$ cat src/rtl/chaser_sequencer.sv
`default_nettype none
// ============================================================================
// Module      : chaser_sequencer
// Description : Command-driven LED chaser. Each accepted command runs one of
//               the modes ROTL, ROTR, BOUNCE or BLINK for a programmed number
//               of steps, one step every TICKS_PER_STEP unpaused clocks.
//               Optional macro CHASER_ABORT_EN adds the abort/aborted ports.
// Revision    : 1.0 - initial release
// ============================================================================
module chaser_sequencer #(
    parameter int WIDTH          = 8,
    parameter int TICKS_PER_STEP = 4,
    parameter int STEPS_W        = 8
) (
    input  logic               clk,
    input  logic               rst,
    input  logic               cmd_valid,
    output logic               cmd_ready,
    input  logic [1:0]         cmd_mode,
    input  logic [STEPS_W-1:0] cmd_steps,
    input  logic               pause,
`ifdef CHASER_ABORT_EN
    input  logic               abort,
    output logic               aborted,
`endif
    output logic [WIDTH-1:0]   led_out,
    output logic               busy,
    output logic               done,
    output logic [1:0]         cur_mode
);

    localparam logic [1:0] c_ST_IDLE = 2'd0;
    localparam logic [1:0] c_ST_RUN  = 2'd1;
    localparam logic [1:0] c_ST_DONE = 2'd2;

    localparam logic [1:0] c_MODE_ROTL   = 2'd0;
    localparam logic [1:0] c_MODE_ROTR   = 2'd1;
    localparam logic [1:0] c_MODE_BOUNCE = 2'd2;
    localparam logic [1:0] c_MODE_BLINK  = 2'd3;

    localparam logic c_DIR_LEFT  = 1'b0;
    localparam logic c_DIR_RIGHT = 1'b1;

    localparam int                  c_TICK_W    = (TICKS_PER_STEP > 1) ? $clog2(TICKS_PER_STEP) : 1;
    localparam logic [c_TICK_W-1:0] c_TICK_LAST = c_TICK_W'(TICKS_PER_STEP - 1);
    localparam logic [c_TICK_W-1:0] c_TICK_ONE  = c_TICK_W'(1);
    localparam logic [STEPS_W-1:0]  c_STEP_ONE  = STEPS_W'(1);
    localparam logic [WIDTH-1:0]    c_LED_INIT  = WIDTH'(1);

    logic [1:0]          r_state;
    logic [1:0]          r_mode;
    logic [STEPS_W-1:0]  r_steps;
    logic [STEPS_W-1:0]  r_step_cnt;
    logic [c_TICK_W-1:0] r_tick;
    logic                r_dir;
    logic [WIDTH-1:0]    r_led;

    logic [WIDTH-1:0]    w_led_step;
    logic                w_dir_step;
    logic                w_onehot;
    logic                w_tick_wrap;
    logic                w_last_step;

    assign w_onehot    = (r_led != '0) && ((r_led & (r_led - c_LED_INIT)) == '0);
    assign w_tick_wrap = (r_tick == c_TICK_LAST);
    assign w_last_step = (r_step_cnt == (r_steps - c_STEP_ONE));

    // Next pattern and bounce direction if a step happens this edge.
    always_comb begin
        w_led_step = r_led;
        w_dir_step = r_dir;
        case (r_mode)
            c_MODE_ROTL: w_led_step = {r_led[WIDTH-2:0], r_led[WIDTH-1]};
            c_MODE_ROTR: w_led_step = {r_led[0], r_led[WIDTH-1:1]};
            c_MODE_BOUNCE: begin
                if (r_dir == c_DIR_LEFT) begin
                    if (r_led[WIDTH-1]) begin
                        w_led_step = r_led >> 1;
                        w_dir_step = c_DIR_RIGHT;
                    end else begin
                        w_led_step = r_led << 1;
                    end
                end else begin
                    if (r_led[0]) begin
                        w_led_step = r_led << 1;
                        w_dir_step = c_DIR_LEFT;
                    end else begin
                        w_led_step = r_led >> 1;
                    end
                end
            end
            c_MODE_BLINK: w_led_step = ~r_led;
            default:      w_led_step = r_led;
        endcase
    end

    always_ff @(posedge clk or posedge rst) begin
        if (rst) begin
            r_state    <= c_ST_IDLE;
            r_mode     <= 2'd0;
            r_steps    <= '0;
            r_step_cnt <= '0;
            r_tick     <= '0;
            r_dir      <= c_DIR_LEFT;
            r_led      <= c_LED_INIT;
`ifdef CHASER_ABORT_EN
            aborted    <= 1'b0;
`endif
        end else begin
`ifdef CHASER_ABORT_EN
            aborted <= 1'b0;
`endif
            case (r_state)
                c_ST_IDLE: begin
                    if (cmd_valid) begin
                        r_mode     <= cmd_mode;
                        r_steps    <= cmd_steps;
                        r_step_cnt <= '0;
                        r_tick     <= '0;
                        r_dir      <= c_DIR_LEFT;
                        // Shift modes need a single lit LED to chase.
                        if ((cmd_mode != c_MODE_BLINK) && !w_onehot) begin
                            r_led <= c_LED_INIT;
                        end
                        r_state <= (cmd_steps == '0) ? c_ST_DONE : c_ST_RUN;
                    end
                end
                c_ST_RUN: begin
`ifdef CHASER_ABORT_EN
                    if (abort) begin
                        r_state <= c_ST_IDLE;
                        aborted <= 1'b1;
                    end else if (!pause) begin
`else
                    if (!pause) begin
`endif
                        if (w_tick_wrap) begin
                            r_tick     <= '0;
                            r_led      <= w_led_step;
                            r_dir      <= w_dir_step;
                            r_step_cnt <= r_step_cnt + c_STEP_ONE;
                            if (w_last_step) begin
                                r_state <= c_ST_DONE;
                            end
                        end else begin
                            r_tick <= r_tick + c_TICK_ONE;
                        end
                    end
                end
                c_ST_DONE: r_state <= c_ST_IDLE;
                default:   r_state <= c_ST_IDLE;
            endcase
        end
    end

    assign cmd_ready = (r_state == c_ST_IDLE);
    assign busy      = (r_state == c_ST_RUN) || (r_state == c_ST_DONE);
    assign done      = (r_state == c_ST_DONE);
    assign led_out   = r_led;
    assign cur_mode  = r_mode;

endmodule
`default_nettype wire
$ cat config.mk
export PLATFORM = sky130hd
export DESIGN_NAME = chaser_sequencer
export DESIGN_NICKNAME = d
export VERILOG_FILES = /design/src/rtl/chaser_sequencer.sv
export SDC_FILE = /design/constraint.sdc
export NUM_CORES = 1
export LEC_CHECK = 0
export CORE_ASPECT_RATIO = 1.1
export CORE_MARGIN = 4
export CORE_UTILIZATION = 52
export CTS_CLUSTER_SIZE = 16
export DETAILED_ROUTE_END_ITERATION = 6
export MAX_ROUTING_LAYER = met4
export PLACE_DENSITY = 0.76
export SLEW_MARGIN = 30
export SYNTH_ARGS = -nofsm -noshare
export SYNTH_HDL_FRONTEND = slang
export SYNTH_SLANG_ARGS = --single-unit
$ cat constraint.sdc
create_clock -name clk -period 4.1 [get_ports clk]
set_input_delay 0.82 -clock clk [delete_from_list [all_inputs] [get_ports clk]]
set_output_delay 0.82 -clock clk [all_outputs]
set_load 0.005 [all_outputs]
# == Yosys cells after proc, flatten, opt, wreduce, memory -nomap -nowiden ==
# Index checks and enable logic that the tools add are counted.
# totals
regBits,31
# op_classes
n_reduce_logical,16
n_mux,31
n_addsub,4
bitwise,2
eq_ne,14
# ops
cell,n
two-way mux 8 bit,10
case mux 8 bit (2 select lines),2
case mux 8 bit (4 select lines),1
logical NOT 8 bit,2
two-way mux 2 bit,8
subtractor 8 x 1 -> 8 bit (second input constant),2
inequality test 2 bit (second input constant),5
AND reduction 5 bit,2
adder 8 x 1 -> 8 bit (second input constant),1
AND 8 bit,1
equality test 2 bit (second input constant),4
equality test 8 bit,1
inverter 8 bit,1
case mux 2 bit (2 select lines),2
AND reduction 4 bit,2
nonzero test 8 bit,1
two-way mux 1 bit,7
equality test 2 x 1 -> 1 bit (second input constant),2
logical NOT 2 bit,2
inequality test 2 x 1 -> 1 bit (second input constant),2
AND reduction 3 bit,1
adder 2 x 1 -> 2 bit (second input constant),1
logical AND 1 bit,2
case mux 1 bit (2 select lines),1
4 further kinds,4

# == Logic depth before layout (Yosys ltp) ==
# Gate-level depths: netlist (run 1).
# depth
depth_word,9
depth_mapped,7
ltp_nobuf,7

# == Worst setup path after synthesis (run 1) ==
# Ideal clock, no wire load.
# synth_path
kind,register to register
start,register r_state[0]
end,"register r_led[1], in the netlist led_out[1]"
t_required_ns,3.975
t_arrival_ns,2.036
synth_period_minus_slack_ns,2.161
n_path_buf,0
setup_time_ns,0.125
path_stages_with_launch,8
setup_slack_ns,1.939
cell_sequence,dfrtp_1 inv_1 ha_1 mux2i_1 a21o_1 a21oi_1 a41oi_2 mux2_2
# synth_between
elab_chain_cells,3
elab_cells_between_ends,9
# synth_lines
element,line_no,source
"start, declared",50,logic [1:0] r_state;
"start signal, assigned",99,r_state <= c_ST_IDLE;
"start signal, assigned",125,r_state <= (cmd_steps == '0) ? c_ST_DONE : c_ST_RUN;
"start signal, assigned",143,r_state <= c_ST_DONE;
logical NOT 2 bit (*),-,
net cmd_ready,18,"output logic cmd_ready,"
"inequality test 2 x 1 -> 1 bit (no line), or another cell as far along",-,
AND reduction 5 bit (no line),-,
"end signal, assigned",105,r_led <= c_LED_INIT;
"end signal, assigned",123,r_led <= c_LED_INIT;
"end signal, assigned",139,r_led <= w_led_step;
"end, declared",56,logic [WIDTH-1:0] r_led;
# Mark *: on every way through the listed nets, which the timed path passes. The rest lies on a longest branch.
# A chain may end at the register's enable or synchronous reset.

# == Worst setup path in the final report (run 1) ==
# layout_path
start,register r_state[1]
end,"register r_led[7], in the netlist led_out[7]"
# layout_between
elab_chain_cells,3
elab_cells_between_ends,9
# layout_lines
element,line_no,source
equality test 2 x 1 -> 1 bit or logical NOT 2 bit (tied branches),113,case (r_state)
"inequality test 2 bit (no line), or another cell as far along",-,
AND reduction 5 bit (no line),-,
# Parallel ways exist; a longest one is shown, timed or not.

==> flow_summary.ini, run 1 <==
[power]
net_switching_share_of_the_total_power = 0.352
p_leak_nw = 1.06
power_frac_clock = 0.225
netSwitchingPower_uw = 376
totalPowerFinal_mw = 1.07
power_frac_comb = 0.337
worst_ir_drop_vdd_mv = 0.230
internal_power_uw = 693
power_density_mw_per_mm2 = 429
power.share.sequential = 0.438

[synth]
synthesized_nets = 243
synth-async-reset-ratio = 1.00
synth-seq-area-share = 0.366
ys_seq_elements = 31
synth_warnings = 0
synth-edff-count = 0
synth.avg_cell_area_sq_um = 9.51
synthDistinctLibCells = 53
mapped_cells = 223
synthesized_cell_area_sq_mm = 0.00212
synthFlopType = dfrtp_1

[worst_setup_path]
worst_ep_arrival_time_ns = 2.82
crit_path_top_delay_cell = ha_1
critPathCaptureType = flop
cp_num_buf_inv = 1
critical_path_required_ns = 4.26
startpoint_type = flop
critPathMaxFanout = 21
category_of_the_critical_setup_timing_path = reg2reg
critPathMaxStageDelay_ns = 0.63
crit_path_cell_trace = inv_1, ha_1, mux2i_1, a21oi_1, a41oi_2, mux2_1
kind_of_cell_adding_the_most_delay_to_the_critical_path = compound AO/OA/AOI/OAI gates

[timing]
final.period_utilization = 0.647
final_period_minus_worst_setup_slack_ns = 2.65
clock.fmax_ghz = 0.377
whs_ns = 0.531
finalClockSkew_ns = 0.00985
grt_setup_unrepaired = no
setup_violations = 0
hold_viol = 0
worstMarginPinSlew_ns = 0.720
final.setup.tns_ns = 0
finalMaxSlewViolations = 0
relative_slew_slack = 0.520

[final_layout]
area.growth.synth_to_final_pct = 17.3
finalCoreUtilization = 0.628
antenna_cells_inserted = 0
mostFrequentLayoutCell = dfrtp_1
fill_cells = 359
nNetsFinal = 265
drive_gt1_frac = 0.102
layout_common_cells = dfrtp_1, clkdlybuf4s50_1, nand2_1, a21oi_1

[grt]
grt_pass1_wl_um = 7810
globalRoute.totalOverflow = 0
grt_util_all_layers = 0.209
number_of_global_route_vias_before_repair = 1702
grt_antenna_before_repair = 0
grt_start_max_net_pins = 32

[die]
std_cell_rows = 24
die_extent_in_y_um = 75.0
placeableCoreArea_sq_mm = 0.00396
io_pins = 27
die-area_sq_mm = 0.00517
die_w_um = 68.9
start_util = 0.535

[routing]
drtIter0Drc = 57
drt_wl_total_um = 4730
num_vias = 1781
drc_errors = 0
drt-wirelength-per-cell_um = 15.9
vias_per_cell = 6.00
antenna_violating_nets_post_route = 0
drt-pass1-iter-count = 5

[cts]
clock_insertion_delay_worst_skew_ns = 0.28
postCtsResizedCells = 0
holdBufCountCts = 0
htreeDepth = 2
cts.root.buffer_cell = clkbuf_8
total_cts_buffers = 5
clock_sinks = 31
clk_pin_slew_worst_paths_ns = 0.06
tritoncts = yes
clk_path_buf_depth = 2
post-cts-setup-buffer-count = 0

[hold_path]
hold_path.class = reg2reg

[flow_run]
max-cap-violations = 0

[status]
status = finished, final reports clean

[placed_design]
port-buffer-count = 26
post-dp-hpwl_um = 3510
place_congestion = 0.887
==> sequential cells by signal, summed over array words and instances (netlist names) <==
| register | cells |
|---|---|
| cur_mode | 2 |
| led_out | 8 |
| r_dir | 1 |
| r_state | 2 |
| r_step_cnt | 8 |
| r_steps | 8 |
| r_tick | 2 |
==> path summary, 6_finish.rpt <==
kind | startpoint | end | slack [ns] | cells past startpoint
worst max-delay path | r_state[1]$_DFFE_PP0P_ | led_out[7]$_DFFE_PP0P_ | 1.45 | 6
max in group asynchronous | rst | led_out[0]$_DFFE_PP1P_ | 2.85 | 3
worst min register to register | r_steps[1]$_DFFE_PP0P_ | r_steps[1]$_DFFE_PP0P_ | 0.53 | 1
worst min-delay path | r_steps[1]$_DFFE_PP0P_ | r_steps[1]$_DFFE_PP0P_ | 0.53 | 1
min in group asynchronous | rst | cur_mode[1]$_DFFE_PP0P_ | 0.92 | 3
worst max register to register | r_state[1]$_DFFE_PP0P_ | led_out[7]$_DFFE_PP0P_ | 1.45 | 6
==> per-layer routing <==
metal	part of all wire	GRT usage
met1	0.42	0.241
met3	0.028	0.0493
met5	0	-
met4	0.013	0.0649
met2	0.54	0.358
==> cell usage after synthesis (5+ instances only) <==
| cell | count | area, sq um |
|---|---|---|
| mux2_1 | 9 | 101 |
| nand3_1 | 10 | 50.1 |
| ha_1 | 6 | 75.1 |
| o311ai_0 | 5 | 43.8 |
| inv_1 | 11 | 41.3 |
| nor2_1 | 11 | 41.3 |
| xor2_1 | 11 | 96.3 |
| clkbuf_1 | 9 | 33.8 |
| dfrtp_1 | 30 | 751 |
| mux2_2 | 8 | 90.1 |
| nand2b_1 | 5 | 31.3 |
| o31ai_1 | 7 | 52.6 |
| xnor2_1 | 6 | 52.6 |
| nand2_1 | 15 | 56.3 |
| a21oi_1 | 15 | 75.1 |
==> power by group through the flow <==
stage / registers [mW] / clock network [mW] / logic, mW
floorplan: 0.421 / 0 / 0.280
global placement: 0.471 / 0 / 0.353
detailed placement: 0.471 / 0 / 0.361
CTS: 0.467 / 0.249 / 0.363
global route: 0.480 / 0.262 / 0.402
finish: 0.468 / 0.240 / 0.360
==> per-stage QoR <==
stage	instances	setup slack (ns)	cell area (sq um)
after floorplan	223	1.94	2120
after detailed placement	290	1.29	2400
after CTS	297	1.47	2490
final	297	1.45	2490
after global placement	290	1.35	2400
after global routing	297	1.20	2490
==> layout make-up <==
type / count / area, sq um / share of cell area
Inverter: 12 / 45.0 / 0.0181
Clock buffer: 6 / 82.6 / 0.0332
Timing Repair Buffer: 27 / 268 / 0.108
Tap cell: 52 / 65.1 / 0.0262
Multi-Input combinational cell: 168 / 1240 / 0.501
Clock inverter: 1 / 5.00 / 0.00201
Sequential cell: 31 / 777 / 0.312
==> kinds of logic after synthesis <==
group / Yosys count / synth area share
AOI/OAI and AO/OA: 59 / 0.199
DFF: 31 / 0.366
buffers and inverters: 24 / 0.0466
muxes: 21 / 0.109
xor gates and xnor gates: 17 / 0.0702
adders and majority gates: 7 / 0.0407
and+or+nand+nor: 64 / 0.168
Power figures use the tool's default switching activity.
==> run 2: changes to the inputs <==
==> constraint.sdc (replaced) <==
create_clock -name clk -period 2.7 [get_ports clk]
set_input_delay 0.54 -clock clk [delete_from_list [all_inputs] [get_ports clk]]
set_output_delay 0.54 -clock clk [all_outputs]
set_load 0.005 [all_outputs]
==> flow_summary.ini, run 2 (synthesis gave the netlist of run 1 again) <==
[hold_path]
hold_path.class = reg2reg
number_of_instances_on_the_worst_hold_path = 1
min_to = r_steps[7]$_DFFE_PP0P_
hp-start = r_steps[7]$_DFFE_PP0P_

[worst_setup_path]
crit_path_top_delay_cell = mux2i_1
critPathCaptureType = flop
r2r_end = led_out[3]$_DFFE_PP0P_
crit_path_cell_trace = inv_1, ha_1, mux2i_1, a21o_1, a21oi_1, a41oi_2, buf_4, mux2_2
critPathMaxFanout = 8
regToRegStartpoint = r_state[0]$_DFFE_PP0P_
cp_num_buf_inv = 2
startpoint_type = flop
category_of_the_critical_setup_timing_path = reg2reg
critical_path_required_ns = 2.86
r2r_cells = 8
worst_ep_arrival_time_ns = 2.47
kind_of_cell_adding_the_most_delay_to_the_critical_path = multiplexers
critPathMaxStageDelay_ns = 0.38
reg2reg_slack_ns = 0.39

[final_layout]
mostFrequentLayoutCell = dfrtp_1
multi_input_area_sq_mm = 0.00124
finalNonFillerCells = 302
fill_cells = 339
drive_gt1_frac = 0.108
nNetsFinal = 269
layout.area.seq_sq_um = 777
area.growth.synth_to_final_pct = 18.3
antenna_cells_inserted = 0
finish.instance_area_sq_mm = 0.00251
layout_common_cells = dfrtp_1, clkdlybuf4s50_1, nand2_1, a21oi_1
finalCoreUtilization = 0.633

[routing]
drt_wl_total_um = 4700
antenna_violating_nets_post_route = 0
num_vias = 1760
drt-wirelength-per-cell_um = 15.6
drtIter0Drc = 144
drt-pass1-iter-count = 6
vias_per_cell = 5.83
drc_errors = 0

[power]
totalPowerFinal_mw = 1.61
p_leak_nw = 1.07
power_density_mw_per_mm2 = 642
worst_ir_drop_vdd_mv = 0.385

[grt]
grt_antenna_before_repair = 0
number_of_global_route_vias_before_repair = 1702
grt_util_all_layers = 0.218
grt_pass1_wl_um = 8080
grt_start_max_net_pins = 32
globalRoute.totalOverflow = 0

[placed_design]
place_congestion = 0.892
post-dp-hpwl_um = 3480
placed_cells = 294
dp_area_sq_mm = 0.00243
placement.setup.worst_slack_ns = 0.325
port-buffer-count = 26

[timing]
finalClockSkew_ns = 0.00319
relative_slew_slack = 0.635
final.setup.tns_ns = 0
whs_ns = 0.537
final_period_minus_worst_setup_slack_ns = 2.31
worstMarginPinSlew_ns = 0.544
setup_violations = 0
hold_viol = 0
grt_setup_unrepaired = no
finalMaxSlewViolations = 0
clock.fmax_ghz = 0.433
final.period_utilization = 0.855
layout_setup_ws_ns = 0.391

[cts]
cts.root.buffer_cell = clkbuf_8
post-cts-setup-buffer-count = 0
holdBufCountCts = 0
tritoncts = yes
clk_pin_slew_worst_paths_ns = 0.06
clock_sinks = 31
htreeDepth = 2
clock_insertion_delay_worst_skew_ns = 0.27
clk_path_buf_depth = 2
total_cts_buffers = 5
postCtsResizedCells = 0

[flow_run]
max-cap-violations = 0

[die]
die_extent_in_y_um = 75.0
die-area_sq_mm = 0.00517
placeableCoreArea_sq_mm = 0.00396
std_cell_rows = 24
die_w_um = 68.9
io_pins = 27
start_util = 0.535

[status]
status = finished, final reports clean
-- run 2: cell types whose count changed in the layout (fill, tap and decap cells not counted) --
cell	previous run	this run
clkbuf_8	6	5
clkinv_2	1	0
clkbuf_1	0	3
buf_4	1	5
-- run 2: cell type report --
type,instances,share of cell area
multi-input combinational,168,0.496
sequential,31,0.310
timing repair buffer,31,0.119
clock buffer,8,0.0319
tap,52,0.0259
inverter,12,0.0179
-- run 2: routing by layer --
layer  wire length [um]  GRT usage  part of all wire  up-vias
met5                  0          -                 0        -
met4                 65     0.0758             0.014        0
met3                141     0.0463             0.030        6
met2               2460      0.358              0.52       40
met1               2030      0.263              0.43      836
li1                   -          -                 -      878
-- run 2: how the worst max path moves through the flow --
stage / startpoint / end / slack (ns) / depth (start not counted)
after global placement: cmd_valid / led_out[5]$_DFFE_PP0P_ / 0.37 / 7
after CTS: r_state[0]$_DFFE_PP0P_ / led_out[3]$_DFFE_PP0P_ / 0.39 / 8
after floorplan: r_state[0]$_DFFE_PP0P_ / led_out[1]$_DFFE_PP0P_ / 0.54 / 7
final: r_state[0]$_DFFE_PP0P_ / led_out[3]$_DFFE_PP0P_ / 0.39 / 8
after detailed placement: cmd_valid / led_out[3]$_DFFE_PP0P_ / 0.33 / 7
after global routing: r_state[0]$_DFFE_PP0P_ / led_out[1]$_DFFE_PP0P_ / 0.17 / 8
-- run 2: power by group --
| part | switching (mW) | internal (mW) |
|---|---|---|
| logic | 0.245 | 0.314 |
| registers | 0.166 | 0.547 |
| clock network | 0.157 | 0.183 |
